$ cat src/rtl/quad_flit_serializer_if.sv
// Quad-in / flit-out handshake bundle for quad_flit_serializer.
interface quad_flit_serializer_if #(
  parameter int unsigned FLIT_W = 10
);
  logic [FLIT_W-1:0] nty;
  logic [FLIT_W-1:0] sty;
  logic [FLIT_W-1:0] ety;
  logic [FLIT_W-1:0] wty;
  logic [3:0]        lane_vld;
  logic              in_valid;
  logic              in_ready;
  logic [FLIT_W-1:0] flit_out;
  logic [1:0]        flit_port;
  logic              out_valid;
  logic              out_ready;
  logic [1:0]        occupancy;

  modport master (
    output nty, sty, ety, wty, lane_vld, in_valid, out_ready,
    input  in_ready, flit_out, flit_port, out_valid, occupancy
  );

  modport slave (
    input  nty, sty, ety, wty, lane_vld, in_valid, out_ready,
    output in_ready, flit_out, flit_port, out_valid, occupancy
  );
endinterface

$ cat src/rtl/quad_flit_serializer.sv
// Buffers 4-lane quads in a small circular FIFO and emits their valid lanes
// one flit per cycle in N, S, E, W order.
module quad_flit_serializer #(
  parameter int unsigned FLIT_W = 10,
  parameter int unsigned DEPTH  = 3
) (
  input  logic                   clk,
  input  logic                   rst,
  quad_flit_serializer_if.slave  bus
);
  localparam int unsigned LANES = 4;
  localparam int unsigned PTR_W = (DEPTH > 2) ? 2 : 1;

  logic [LANES-1:0][FLIT_W-1:0] data_q [DEPTH];
  logic [LANES-1:0][FLIT_W-1:0] data_d [DEPTH];
  logic [LANES-1:0]             mask_q [DEPTH];
  logic [LANES-1:0]             mask_d [DEPTH];
  logic [PTR_W-1:0]             rd_ptr_q, rd_ptr_d;
  logic [PTR_W-1:0]             wr_ptr_q, wr_ptr_d;
  logic [1:0]                   occ_q, occ_d;

  logic [LANES-1:0] head_mask_c;
  logic [LANES-1:0] head_rest_c;
  logic [1:0]       sel_c;
  logic             in_ready_c;
  logic             out_valid_c;
  logic             push_c;
  logic             xfer_c;
  logic             pop_c;

  function automatic logic [PTR_W-1:0] next_ptr(input logic [PTR_W-1:0] p);
    return (p == PTR_W'(DEPTH - 1)) ? '0 : PTR_W'(p + PTR_W'(1));
  endfunction

  // Head lane pick (lowest pending bit) and handshake qualification.
  always_comb begin
    head_mask_c = mask_q[rd_ptr_q];
    sel_c       = '0;
    for (int i = int'(LANES) - 1; i >= 0; i--) begin
      if (head_mask_c[i]) sel_c = 2'(i);
    end
    head_rest_c = head_mask_c & ~(LANES'(1) << sel_c);
    in_ready_c  = occ_q < 2'(DEPTH);
    out_valid_c = occ_q != 2'd0;
    push_c      = bus.in_valid && in_ready_c && (bus.lane_vld != 4'd0);
    xfer_c      = out_valid_c && bus.out_ready;
    pop_c       = xfer_c && (head_rest_c == '0);
  end

  // Next-state: clear served lane, retire empty head, append new quad.
  always_comb begin
    data_d   = data_q;
    mask_d   = mask_q;
    rd_ptr_d = rd_ptr_q;
    wr_ptr_d = wr_ptr_q;
    occ_d    = occ_q;
    if (xfer_c) begin
      mask_d[rd_ptr_q] = head_rest_c;
      if (pop_c) rd_ptr_d = next_ptr(rd_ptr_q);
    end
    if (push_c) begin
      data_d[wr_ptr_q] = {bus.wty, bus.ety, bus.sty, bus.nty};
      mask_d[wr_ptr_q] = bus.lane_vld;
      wr_ptr_d         = next_ptr(wr_ptr_q);
    end
    case ({push_c, pop_c})
      2'b10:   occ_d = 2'(occ_q + 2'd1);
      2'b01:   occ_d = 2'(occ_q - 2'd1);
      default: occ_d = occ_q;
    endcase
  end

  always_ff @(posedge clk) begin
    if (rst) begin
      rd_ptr_q <= '0;
      wr_ptr_q <= '0;
      occ_q    <= '0;
      for (int i = 0; i < int'(DEPTH); i++) mask_q[i] <= '0;
    end else begin
      rd_ptr_q <= rd_ptr_d;
      wr_ptr_q <= wr_ptr_d;
      occ_q    <= occ_d;
      mask_q   <= mask_d;
    end
  end

  // Payload storage carries no reset; validity lives in the masks.
  always_ff @(posedge clk) begin
    data_q <= data_d;
  end

  assign bus.in_ready  = in_ready_c;
  assign bus.out_valid = out_valid_c;
  assign bus.flit_out  = out_valid_c ? data_q[rd_ptr_q][sel_c] : '0;
  assign bus.flit_port = out_valid_c ? sel_c : 2'd0;
  assign bus.occupancy = occ_q;
endmodule

$ cat src/flat_wrapper.sv
// flat-port wrapper written by rule: the top's interface ports become plain ports
module quad_flit_serializer_flat 
#(
  parameter int unsigned FLIT_W = 10,
  parameter int unsigned DEPTH  = 3
)
  (clk, rst, bus_nty, bus_sty, bus_ety, bus_wty, bus_lane_vld, bus_in_valid, bus_out_ready, bus_in_ready, bus_flit_out, bus_flit_port, bus_out_valid, bus_occupancy);
  quad_flit_serializer_if #(.FLIT_W(FLIT_W)) bus_i ();
  input  logic clk;
  input  logic rst;
  input wire logic [$bits(bus_i.nty)-1:0] bus_nty;
  input wire logic [$bits(bus_i.sty)-1:0] bus_sty;
  input wire logic [$bits(bus_i.ety)-1:0] bus_ety;
  input wire logic [$bits(bus_i.wty)-1:0] bus_wty;
  input wire logic [$bits(bus_i.lane_vld)-1:0] bus_lane_vld;
  input wire logic [$bits(bus_i.in_valid)-1:0] bus_in_valid;
  input wire logic [$bits(bus_i.out_ready)-1:0] bus_out_ready;
  output wire logic [$bits(bus_i.in_ready)-1:0] bus_in_ready;
  output wire logic [$bits(bus_i.flit_out)-1:0] bus_flit_out;
  output wire logic [$bits(bus_i.flit_port)-1:0] bus_flit_port;
  output wire logic [$bits(bus_i.out_valid)-1:0] bus_out_valid;
  output wire logic [$bits(bus_i.occupancy)-1:0] bus_occupancy;
  assign bus_i.nty = bus_nty;
  assign bus_i.sty = bus_sty;
  assign bus_i.ety = bus_ety;
  assign bus_i.wty = bus_wty;
  assign bus_i.lane_vld = bus_lane_vld;
  assign bus_i.in_valid = bus_in_valid;
  assign bus_i.out_ready = bus_out_ready;
  assign bus_in_ready = bus_i.in_ready;
  assign bus_flit_out = bus_i.flit_out;
  assign bus_flit_port = bus_i.flit_port;
  assign bus_out_valid = bus_i.out_valid;
  assign bus_occupancy = bus_i.occupancy;
  quad_flit_serializer #(.FLIT_W(FLIT_W), .DEPTH(DEPTH)) u_core (.clk(clk), .rst(rst), .bus(bus_i));
endmodule
$ cat config.mk
export PLATFORM = sky130hd
export DESIGN_NAME = quad_flit_serializer_flat
export DESIGN_NICKNAME = d
export VERILOG_FILES = /design/src/rtl/quad_flit_serializer_if.sv /design/src/rtl/quad_flit_serializer.sv /design/src/flat_wrapper.sv
export SDC_FILE = /design/constraint.sdc
export NUM_CORES = 1
export LEC_CHECK = 0
export CAP_MARGIN = 20
export CORE_ASPECT_RATIO = 0.9
export CORE_UTILIZATION = 54
export CTS_CLUSTER_SIZE = 8
export DETAILED_ROUTE_END_ITERATION = 7
export PLACE_DENSITY = 0.8
export SETUP_SLACK_MARGIN = 0.3
export SYNTH_ARGS = -nofsm -noshare
export SYNTH_HDL_FRONTEND = slang
export SYNTH_SLANG_ARGS = --single-unit
$ cat constraint.sdc
create_clock -name clk -period 3.26 [get_ports clk]
set_input_delay 0.978 -clock clk [delete_from_list [all_inputs] [get_ports clk]]
set_output_delay 0.978 -clock clk [all_outputs]
set_load 0.01 [all_outputs]
======== Word-level counts from Yosys, hierarchy flattened ========
Cells that the tools add are included.
operators by class
  bitwise logic cells ..................... 4
  multiplexer cells ....................... 28
  add/sub/neg operators ................... 4
  equal/unequal tests ..................... 4
  shift operators ......................... 1
  reduce and logical (&&, ||, !) cells .... 11
  magnitude comparators ................... 6
operators with widths
  cell                                                         number
  bitwise mux 120 bit                                          1
  2-to-1 mux 40 bit                                            3
  binary-select mux 40 bit (select 2 bit)                      1
  demux 40 bit (select 2 bit)                                  1
  bitwise mux 12 bit                                           2
  2-to-1 mux 12 bit                                            2
  binary-select mux 10 bit (select 2 bit)                      1
  2-to-1 mux 10 bit                                            2
  demux 4 bit (select 2 bit)                                   2
  2-to-1 mux 4 bit                                             4
  2-to-1 mux 2 bit                                             7
  binary-select mux 4 bit (select 2 bit)                       1
  adder 2 x 1 -> 2 bit (second input constant)                 3
  == test 2 bit (second input constant)                        3
  greater-or-equal comparator 3 bit (second input constant)    2
  logical AND 1 bit                                            6
  less-than comparator 3 x 1 -> 1 bit (second input constant)  2
  inverter 2 -> 3 bit                                          2
  AND 4 bit                                                    1
  logical NOT 4 bit                                            1
  inverter 4 bit                                               1
  case mux 2 bit (2 select lines)                              1
  nonzero test 2 bit                                           2
  nonzero test 4 bit                                           1
  other kinds (6)                                              6
storage, ports and cells
  input port bits ......................... 48
  word-level logic and storage cells ...... 76
  bits in registers ....................... 138

======== Depth between registers and ports, before layout ========
  depth after elaboration ................. 15
  mapped depth ............................ 11
  gate-level depth less buffers ........... 9

======== Least setup slack after synthesis ========
Ideal clock, no wire load.
  path kind ............................... input port to flip-flop
  start point ............................. in bus_in_valid
  end point ............................... reg u_core.data_q[40] (netlist name), enable pin
  arrival time ............................ 2536 ps
  required time ........................... 2865 ps
  cell stages on the path ................. 5
  slack ................................... 330 ps
  setup time .............................. 395 ps
  path buffers ............................ 1
  path through ............................ a21boi_1 -> nand2_1 -> or3_1 -> buf_2 -> inv_1
between the ends
  longest elaborated chain between the ends .. 2
ends and longest elaborated chain
  what                            line                        source
  from (decl)                     flat_wrapper.sv:16          input wire logic [$bits(bus_i.in_valid)-1:0] bus_in_valid;
  logical AND 1 bit (2 in a row)  quad_flit_serializer.sv:45  push_c = bus.in_valid && in_ready_c && (bus.lane_vld != 4'd0);
  to (signal assigned)            quad_flit_serializer.sv:89  data_q <= data_d;
  to (decl)                       quad_flit_serializer.sv:14  logic [LANES-1:0][FLIT_W-1:0] data_q [DEPTH];
No other way between the ends.
A chain may end at the register's enable or synchronous reset.

======== Final worst setup path ========
  start point ............................. reg u_core.rd_ptr_q[0]
  end point ............................... out bus_flit_out[4]
between the ends
  longest elaborated chain between the ends .. 11
  elaborated cells on any way between the ends .. 14
  those cells by class .................... mux (13); bitwise (1)
ends and longest elaborated chain
  what                                                 line                                                    source
  from (decl)                                          quad_flit_serializer.sv:18                              logic [PTR_W-1:0] rd_ptr_q, rd_ptr_d;
  from (signal assigned)                               quad_flit_serializer.sv:80                              rd_ptr_q <= rd_ptr_d;
  inverter 2 -> 3 bit (implied by the code) (*)        quad_flit_serializer.sv:37, quad_flit_serializer.sv:94
  binary-select mux 4 bit (select 2 bit)               quad_flit_serializer.sv:37                              head_mask_c = mask_q[rd_ptr_q];
  2-to-1 mux 4 bit (implied by the code) (2 in a row)  quad_flit_serializer.sv:37
  2-to-1 mux 2 bit (4 in a row)                        quad_flit_serializer.sv:40                              if (head_mask_c[i]) sel_c = 2'(i);
  binary-select mux 10 bit (select 2 bit) (*)          quad_flit_serializer.sv:94                              assign bus.flit_out = out_valid_c ? data_q[rd_ptr_q][sel_c] : '0;
  2-to-1 mux 10 bit (implied by the code) (*)          quad_flit_serializer.sv:94
  2-to-1 mux 10 bit (*)                                quad_flit_serializer.sv:94
  to (decl)                                            flat_wrapper.sv:19                                      output wire logic [$bits(bus_i.flit_out)-1:0] bus_flit_out;
Every way passes the cells marked *; elsewhere a longest branch is shown, timed or not. The select of a mux whose other input is x is not followed.

==> flow_summary_export.csv <==
group,metric,value,unit
outcome,run_status,"complete, but fails checks",
outcome,violations,"setup timing",
global_route,grt_antenna_before_repair,0,
placed_design,port_buffers,63,
sta,setup_violations,10,
global_route,grt_overflow,0,
critical_path,worst_path_max_delay_cell,"sky130_fd_sc_hd__dfxtp_4",
routing,number_of_optimization_iterations_in_the_first_detailed_route_pass,6,
sta,layout_worst_path_cycle_share,104,%
yosys,yosys_warnings,0,
floorplanning,top_level_i_o_count,64,
yosys,post_synth_main_area_contributors,"sky130_fd_sc_hd__edfxtp_1 (61%), sky130_fd_sc_hd__mux2i_1 (8.3%), sky130_fd_sc_hd__dfxtp_1 (6.1%)",
sta,postLayoutSetupSlackWorst,-0.123,ns
final_layout,post_layout_nets,559,
routing,viasPerCell,6.09,
yosys,synthCells,401,
placed_design,detailed_place_hpwl,8910,um
power,vdd.ir_drop.worst,463,uV
power,power.density,798,mW/mm2
floorplanning,floorplan.initialDensity,56.8,%
floorplanning,core.rowCount,35,
cts,numCtsBuffers,17,
yosys,postSynth.asyncResetShare,0,%
critical_path,crit_start,"u_core.rd_ptr_q[0]$_SDFFE_PP0P_",
power,clock_network_fraction_of_design_power,33.0,%
routing,drt_iter0_drc,307,
min_path,timing.hold.worst.start,"u_core.wr_ptr_q[0]$_SDFFE_PP0P_",
routing,avgRoutedWirePerCell,22.0,um
flow_run,drv.max_cap_violation_count,0,
critical_path,timing.critical_path.to_type,"output port",
routing,antenna_violating_nets_post_route,0,
placed_design,gp_congestion,0.873,
global_route,grt_use_total,26.7,%
sta,worst_margin_pin_slew,0.620,ns
cts,worst_setup_hold_path_clk_slew,0.05,ns
sta,final.hold.worst_slack,0.488,ns
cts,cts.root.buffer_cell,"sky130_fd_sc_hd__clkbuf_16",
sta,finalHoldViolations,0,
global_route,grt_pass1_wl,22000,um
global_route,grt_max_degree,42,
yosys,synth_enable_flop_cells,120,
yosys,ys_seq_area_share,66.7,%
final_layout,post_route_cells_drive_above_1_share,27.4,%
floorplanning,core,0.0105,mm2
final_layout,fill_cells,620,
power,p_int,4360,uW
power,sequential_cell_fraction_of_total_power,34.6,%
critical_path,reg2reg_from,"u_core.rd_ptr_q[0]$_SDFFE_PP0P_",
yosys,yosys.cell_types.count,48,
routing,vias_after_detailed_routing,3964,
critical_path,critical_setup_path_kind,"reg -> out",
yosys,synthesis.area_per_instance,14.8,um2
power,switching_power,1910,uW
sta,fin_skew,0.00933,ns
cts,clock_latency,0.42,ns
placed_design,placement.setup.worst_slack,-0.131,ns
sta,grt_setup_unrepaired,"true",
global_route,via_count_of_the_first_global_routing_pass,4027,
power,switching_part_of_the_total_power,30.5,%
power,power.combinational.fraction,32.4,%
floorplanning,die-area,0.0114,mm2
critical_path,critPathMaxFanout,7,
final_layout,most_common_cell_after_layout_fill_and_taps_aside,"sky130_fd_sc_hd__edfxtp_1",
cts,h-tree-depth,4,
yosys,ys_seq_elements,138,
yosys,netlist_area,0.00594,mm2
power,power_leakage,0.00265,uW
final_layout,final_design_area_no_fill,0.00785,mm2
cts,numClockSinks,138,
sta,worst_slew_margin_rel,58.7,%
sta,layout_min_cycle_time,3.38,ns
floorplanning,die_w,113,um
yosys,mappedNetlistNets,450,
routing,drt_wl_total,14300,um
power,power.total,6270,uW
critical_path,worst_setup_path_start_kind,"register",
cts,cts_buffer_depth,2,
sta,finalMaxSlewViolations,0,
critical_path,path_cells,"mux2i_1 > buf_4 > a2bb2oi_2 > buf_4 > nand4_4 > buf_12 > a211oi_4 > a2111oi_2 > buf_2",
critical_path,cp_slowest_stage_delay,0.40,ns
floorplanning,fp.dieH,102,um
final_layout,layout.cells.most_common_list,"sky130_fd_sc_hd__edfxtp_1 (120), sky130_fd_sc_hd__clkdlybuf4s50_1 (51), sky130_fd_sc_hd__mux2i_1 (48)",
critical_path,cpMostUsedCell,"sky130_fd_sc_hd__buf_4",
min_path,worst_hold_path_type,"reg -> reg",
placed_design,postPlaceCellArea,0.00703,mm2
critical_path,worstPathRequired,2.28,ns
routing,drc_errors,0,
yosys,synth_area_leader_cell,"sky130_fd_sc_hd__edfxtp_1",
cts,tritoncts,"built",
critical_path,arrival,2.40,ns
final_layout,diode_insertion_count_for_antenna_repair,0,
yosys,postSynth.topFlopCell,"sky130_fd_sc_hd__edfxtp_1",
yosys,post-synth-top-area-fraction,60.6,%
sta,timing.fmax,0.296,GHz
final_layout,synthToLayoutAreaGrowth,32.1,%
[final timing paths]
kind	endpoint	slack, ns	depth (start not counted)
worst max-delay path	bus_flit_out[4]	-0.12	9
worst min-delay path	u_core.wr_ptr_q[0]$_SDFFE_PP0P_	0.49	2
worst max register to register	u_core.bus.occupancy[1]$_SDFFE_PP0P_	0.61	11
worst min register to register	u_core.wr_ptr_q[0]$_SDFFE_PP0P_	0.49	2
[cell type report]
class / count / area [um2] / share of cell area, %
repair buffers: 116 / 1090 / 13.9
inverters: 6 / 22.5 / 0.287
flip-flops and latches: 138 / 3970 / 50.6
clock buffers: 19 / 433 / 5.51
well taps: 129 / 161 / 2.06
multi-input cells: 231 / 1980 / 25.2
clock inverters: 12 / 198 / 2.52
[kinds of logic (layout without fill, tap and decap cells)]
kind of cell | count (synthesis) | in the layout | synth area share (%)
AOI/OAI and AO/OA | 96 | 96 | 15.0
xor gates and xnor gates | 2 | 2 | 0.295
adders and majority gates | 1 | 1 | 0.210
buffers and inverters | 32 | 153 | 2.69
DFF | 138 | 138 | 66.7
muxes | 51 | 51 | 8.82
and+or+nand+nor | 81 | 81 | 6.27
[synthesized netlist by cell type, types with 3 or more instances]
cell type / n
sky130_fd_sc_hd__mux2i_1: 49
sky130_fd_sc_hd__o2111ai_1: 10
sky130_fd_sc_hd__nand3_1: 3
sky130_fd_sc_hd__clkbuf_1: 9
sky130_fd_sc_hd__buf_4: 3
sky130_fd_sc_hd__o21ai_1: 11
sky130_fd_sc_hd__a211oi_1: 15
sky130_fd_sc_hd__a21oi_1: 8
sky130_fd_sc_hd__a2111oi_2: 11
sky130_fd_sc_hd__o21ai_0: 13
sky130_fd_sc_hd__a211oi_2: 10
sky130_fd_sc_hd__edfxtp_1: 120
sky130_fd_sc_hd__nor3_1: 6
sky130_fd_sc_hd__o2bb2ai_2: 3
sky130_fd_sc_hd__dfxtp_1: 18
sky130_fd_sc_hd__inv_1: 5
sky130_fd_sc_hd__nand2_1: 27
sky130_fd_sc_hd__buf_2: 11
sky130_fd_sc_hd__nor2_1: 32
sky130_fd_sc_hd__or3_1: 4
[registers in the layout, indices dropped and copies added (netlist names)]
name,flops
u_core.data_q,120
u_core.rd_ptr_q,2
u_core.mask_q,12
u_core.wr_ptr_q,2
u_core.bus.occupancy,2
[power groups by stage]
stage                     sequential, uW  clock (uW)  combinational (uW)
after CTS                           2170        2080                1980
after global routing                2180        2160                2150
final                               2170        2070                2030
after detailed placement            2200           0                1880
after floorplan                     2170           0                1070
after global placement              2190           0                1840
[timing repair]
| item | CTS | global route |
|---|---|---|
| cloned | 1 | 0 |
| pin swaps | 11 | 4 |
| gates resized for setup | 72 | 6 |
| setup buffers | 4 | 3 |
| setup endpoints to repair | 12 | 12 |
| hold buffers | 0 | 0 |
[critical path: cells and delay by family, from the launching register on]
family / cells / cell delay (ns)
mux: 1 / 0.25
compound gates: 3 / 0.47
buf+inv: 4 / 0.71
simple gates: 1 / 0.15
flops: 1 / 0.40
[routing by layer]
metal	GRT usage, %	part of all wire, %
met1	33.0	40
met3	6.52	6.9
met2	45.7	51
met5	0	0
met4	10.9	2.2
[through the flow]
stage / utilization [%] / setup TNS (ns) / cells
after floorplan: - / 0 / 401
after CTS: 74.6 / -0.546 / 648
final: 75.0 / -0.862 / 651
after global placement: 67.1 / -0.300 / 612
after global routing: 75.0 / -1.69 / 651
after detailed placement: 67.1 / -0.760 / 612
Note: power is estimated with default switching activity, not from simulation.
